==> config.mk <==
export PLATFORM = sky130hd
export DESIGN_NAME = segment_scan
export DESIGN_NICKNAME = d
export VERILOG_FILES = /design/src/rtl/segment_scan.sv
export SDC_FILE = /design/constraint.sdc
export NUM_CORES = 1
export LEC_CHECK = 0
export ABC_AREA = 1
export CAP_MARGIN = 20
export CELL_PAD_IN_SITES_DETAIL_PLACEMENT = 1
export CELL_PAD_IN_SITES_GLOBAL_PLACEMENT = 1
export CORE_UTILIZATION = 44
export DETAILED_ROUTE_END_ITERATION = 10
export DONT_BUFFER_PORTS = 1
export PLACE_DENSITY_LB_ADDON = 0.3
export SYNTH_ARGS = -nofsm -noshare
export SYNTH_HDL_FRONTEND = slang
export SYNTH_SLANG_ARGS = --single-unit
==> constraint.sdc <==
create_clock -name clk -period 2.1 [get_ports clk]
set_input_delay 0.525 -clock clk [delete_from_list [all_inputs] [get_ports clk]]
set_output_delay 0.525 -clock clk [all_outputs]
set_load 0.005 [all_outputs]
==> src/rtl/segment_scan.sv <==
// Two-digit multiplexed 7-segment driver: snapshots both digit patterns once per frame,
// lights tens then units with an optional blanking gap after each; all outputs registered.
module segment_scan #(
  parameter int DIV            = 50000,
  parameter int BLANK          = 500,
  parameter int SEG_ACTIVE_LOW = 0,
  parameter int DIG_ACTIVE_LOW = 1
) (
  input  logic       clk,
  input  logic       rst,
  input  logic [8:0] seg1,
  input  logic [8:0] seg2,
  output logic [7:0] seg_out,
  output logic [1:0] dig_en,
  output logic       frame_tick
);

  typedef enum logic [1:0] {SHOW1, GAP1, SHOW0, GAP0} state_t;

  localparam int MAXL = (DIV > BLANK) ? DIV : BLANK;
  localparam int CW   = (MAXL > 1) ? $clog2(MAXL) : 1;

  localparam logic [CW-1:0] DIV_LAST   = CW'(DIV - 1);
  // With no gap, GAP0 is only ever the reset state and must exit on the first edge.
  localparam logic [CW-1:0] BLANK_LAST = (BLANK > 0) ? CW'(BLANK - 1) : '0;
  localparam logic [7:0]    SEG_OFF    = (SEG_ACTIVE_LOW != 0) ? 8'hFF : 8'h00;
  localparam logic [1:0]    DIG_OFF    = (DIG_ACTIVE_LOW != 0) ? 2'b11 : 2'b00;

  state_t          state_q, state_d;
  logic [CW-1:0]   cnt_q, cnt_d;
  logic [8:0]      snap1_q, snap1_d;
  logic [8:0]      snap2_q, snap2_d;
  logic [7:0]      seg_out_q, seg_out_d;
  logic [1:0]      dig_en_q, dig_en_d;
  logic            frame_tick_q, frame_tick_d;
  logic            last;
  logic            enter_show1;

  always_ff @(posedge clk) begin
    if (rst) begin
      state_q      <= GAP0;
      cnt_q        <= BLANK_LAST;
      snap1_q      <= '0;
      snap2_q      <= '0;
      seg_out_q    <= SEG_OFF;
      dig_en_q     <= DIG_OFF;
      frame_tick_q <= 1'b0;
    end else begin
      state_q      <= state_d;
      cnt_q        <= cnt_d;
      snap1_q      <= snap1_d;
      snap2_q      <= snap2_d;
      seg_out_q    <= seg_out_d;
      dig_en_q     <= dig_en_d;
      frame_tick_q <= frame_tick_d;
    end
  end

  always_comb begin
    state_d = state_q;
    cnt_d   = cnt_q + 1'b1;
    snap1_d = snap1_q;
    snap2_d = snap2_q;
    case (state_q)
      SHOW1, SHOW0: last = (cnt_q == DIV_LAST);
      default:      last = (cnt_q == BLANK_LAST);
    endcase
    if (last) begin
      cnt_d = '0;
      case (state_q)
        SHOW1:   state_d = (BLANK > 0) ? GAP1 : SHOW0;
        GAP1:    state_d = SHOW0;
        SHOW0:   state_d = (BLANK > 0) ? GAP0 : SHOW1;
        default: state_d = SHOW1;
      endcase
    end
    // Both digits are captured together so a frame never mixes two notes.
    enter_show1 = (state_d == SHOW1) && (state_q != SHOW1);
    if (enter_show1) begin
      snap1_d = seg1;
      snap2_d = seg2;
    end
  end

  always_comb begin
    seg_out_d    = SEG_OFF;
    dig_en_d     = DIG_OFF;
    frame_tick_d = enter_show1;
    case (state_d)
      SHOW1: if (snap1_d != 9'h000) begin
        seg_out_d = snap1_d[7:0] ^ SEG_OFF;
        dig_en_d  = 2'b10 ^ DIG_OFF;
      end
      SHOW0: if (snap2_d != 9'h000) begin
        seg_out_d = snap2_d[7:0] ^ SEG_OFF;
        dig_en_d  = 2'b01 ^ DIG_OFF;
      end
      default: ;
    endcase
  end

  assign seg_out    = seg_out_q;
  assign dig_en     = dig_en_q;
  assign frame_tick = frame_tick_q;

endmodule
==> impl_metrics.csv <==
group,metric,value,unit
route,finalWirelength,9.84,mm
clocking,cts.path.max_buffers,2,
placed_design,routabilityCongestion,0.783,
synthesis,yosysSeqAreaShare,0.413,
cells_and_area,finalNonFillerCells,446,
power_and_ir_drop,ir_drop,1.07,mV
power_and_ir_drop,finalPower,5.28,mW
floorplan,top_level_ports,31,
floorplan,die_h,73.9,um
placed_design,port-buffer-count,0,
floorplan,die_width,73.9,um
route,wl_per_cell,22.1,um
worst_setup_path,critPathMaxFanout,7,
route,postRouteAntennaNets,0,
worst_setup_path,worstSetupStartpointType,"register",
timing,relSlewSlack,0.706,
timing,slew_violations,0,
timing,period_share,1.10,
worst_setup_path,worstSetupPathType,"register to register",
power_and_ir_drop,seqPwrFrac,0.234,
timing,finalCriticalPeriod,2.31,ns
global_route,grt_usage,0.267,
floorplan,coreArea,4850,um2
power_and_ir_drop,powerDensity,1700,nW/um2
route,drt_iter0_drc,193,
cells_and_area,n_fill_cell,613,
min_path,min_path_type,"input pin to register",
run_status,outcome,"finished with violations",
power_and_ir_drop,power_switching,2.55,mW
timing,rsz0062_at_grt,"yes",
worst_setup_path,cpPeakStageDelay,0.37,ns
timing,setup_ws,-0.207,ns
synthesis,synth_area,2280,um2
global_route,grt_pass1_vias,2294,
placed_design,hpwl,4.52,mm
worst_setup_path,path_cells,"ha_4, nand2_4, inv_2, nand2_2, nor2_4, nand2_2, nor2_2, nand3_2, nand2_4, nand3_4, buf_12, nand2_1, nand2_2, nor2_1, nand2_1, nand2_1",
power_and_ir_drop,p_leak,1.44,nW
synthesis,ys_ff_latch,47,
floorplan,die-area,5460,um2
power_and_ir_drop,p_int,2.73,mW
clocking,cts_buffers,5,
synthesis,yosysWarnings,0,
floorplan,initial_core_util,0.469,
synthesis,yosysUniqueCellTypes,27,
cells_and_area,nNetsFinal,401,
worst_setup_path,critPathSlowestCell,"dfxtp_2",
clocking,clk_pin_slew,0.10,ns
flow_run,cap_viol_max_count,0,
power_and_ir_drop,pwr-share-comb,0.652,
clocking,root_buffer,"clkbuf_8",
worst_setup_path,cp_data_required_time,2.36,ns
synthesis,synth_fp_nets,365,
clocking,cts_sinks,47,
floorplan,rows,25,
timing,fmax,433,MHz
placed_design,place_inst,424,
route,vias_per_cell,5.65,
clocking,cts_tree,"yes",
route,firstDrtPassIters,4,
cells_and_area,seqCellArea,947,um2
timing,finClkSkew,0.00688,ns
worst_setup_path,worst_setup_path_end_kind,"register",
synthesis,syn_area_per_cell,6.65,um2
route,vias,2518,
timing,hold_violations,0,
global_route,overflow,0,
cells_and_area,drive_gt1_frac,0.348,
cells_and_area,multiInputGateArea,1360,um2
run_status,violations,"negative setup slack",
global_route,antenna_found_initial,0,
clocking,clock_latency,0.31,ns
timing,worst_slew_pin_slew,0.437,ns
route,drc,0,
power_and_ir_drop,clkPwrFrac,0.114,
timing,setup_viol,21,
global_route,grt_max_degree,28,
power_and_ir_drop,switching_share,0.483,
cells_and_area,area_growth,36.7,%
cells_and_area,antenna_cells,0,
clocking,htree_levels,2,
worst_setup_path,arrival,2.57,ns
global_route,grt_pass1_wl,10.9,mm
synthesis,syn-instance-count,342,
layout by cell type (no fill, tap or decap), types with 2 or more instances in the layout:
master and n:
a21oi_1 10, a21oi_2 4, buf_12 3, buf_4 29, buf_6 3, clkbuf_16 2
clkbuf_8 6, dfxtp_1 42, dfxtp_2 5, ha_1 2, inv_1 57, inv_2 4
nand2_1 54, nand2_2 32, nand2_4 12, nand3_1 15, nand3_2 2, nand4_1 14
nor2_1 38, nor2_2 10, nor2_4 3, nor3_1 5, nor3_2 3, o211ai_1 2
o21ai_2 2, o21ai_4 6, xnor2_1 2
layout make-up:
type	count	share of cell area
repair buffers	38	0.125
clock inverters	2	0.00523
well taps	67	0.0269
inverters	62	0.0756
clock buffers	6	0.0265
multi-input cells	224	0.436
flip-flops and latches	47	0.304
per-stage QoR:
stage                     area [um2]  hold WS [ns]  setup TNS, ns  utilization  worst slack (ns)
after CTS                       2750         0.270        -0.0156        0.568           -0.0156
final                           3110         0.271          -1.90        0.642            -0.207
after global routing            3110         0.252          -4.01        0.642            -0.309
after detailed placement        2520         0.498         -0.169        0.520           -0.0872
after global placement          2520         0.483              0        0.520            0.0192
after floorplan                 2280         0.462              0            -             0.262
per-layer routing:
layer  global-route usage  share of wire  wire length [um]  vias up
li1                     -              -                 -     1126
met1                0.332           0.37              3640     1214
met2                0.445           0.51              4990      131
met3               0.0549          0.064               634       47
met4                0.120          0.059               578        0
met5                    0              0                 0        -
cell families (layout without fill, tap and decap cells):
kind of cell	count (synthesis)	count (layout)	synth area share
AND/OR/NAND/NOR	192	192	0.366
buffers and inverters	71	108	0.127
flip-flops	47	47	0.413
AO/OA/AOI/OAI	26	26	0.0660
adder cells (fa/ha/maj)	3	3	0.0165
XOR/XNOR	3	3	0.0115
critical path: cells and delay by family, from the launching register on:
kind,cells,cell delay [ns]
and+or+nand+nor,13,1.45
buffers and inverters,2,0.28
adders and majority gates,1,0.16
DFF,1,0.37
final timing paths:
path         startpoint         end  slack, ns  cells past startpoint
min reg2reg    cnt_q[2]    cnt_q[2]       0.56                      2
min                 rst  seg_out[1]       0.27                      1
max            cnt_q[0]  seg_out[7]      -0.21                     16
max reg2reg    cnt_q[0]  seg_out[7]      -0.21                     16
sequential cells by signal, summed over array words and instances, names as in the netlist:
signal      cells
dig_en          2
state_q         2
cnt_q          16
seg_out         8
snap2_q         9
frame_tick      1
snap1_q         9
timing repair:
| item | 4_1_cts | 5_1_grt |
|---|---|---|
| hold buffers | 0 | 0 |
| hold endpoints to repair | 0 | 0 |
| gates cloned | 1 | 2 |
| gates resized for setup | 18 | 83 |
| endpoints found under the setup margin | 8 | 23 |
| pin swaps | 10 | 30 |
| setup buffers | 7 | 6 |
power by group through the flow:
stage / logic (mW) / registers, mW / clock network [mW]
5_1_grt: 3.60 / 1.25 / 0.637
2_1_floorplan: 1.37 / 1.19 / 0
6_report: 3.44 / 1.24 / 0.602
3_5_place_dp: 2.10 / 1.21 / 0
4_1_cts: 2.41 / 1.20 / 0.600
3_3_place_gp: 2.01 / 1.20 / 0
cell usage after synthesis, drive strengths merged:
cell	n	area share
a21oi	14	0.031
a31oi	1	0.0028
and3	1	0.0028
buf	4	0.016
clkbuf	5	0.0082
dfxtp	47	0.41
ha	3	0.016
inv	62	0.10
nand2	98	0.17
nand3	18	0.045
nand4	14	0.038
nor2	51	0.087
nor3	8	0.018
nor3b	1	0.0033
nor4	1	0.0028
o211ai	2	0.0066
o21ai	8	0.023
o31ai	1	0.0033
xnor2	2	0.0077
xor2	1	0.0038
No activity file was read; power rests on OpenSTA's default activity.
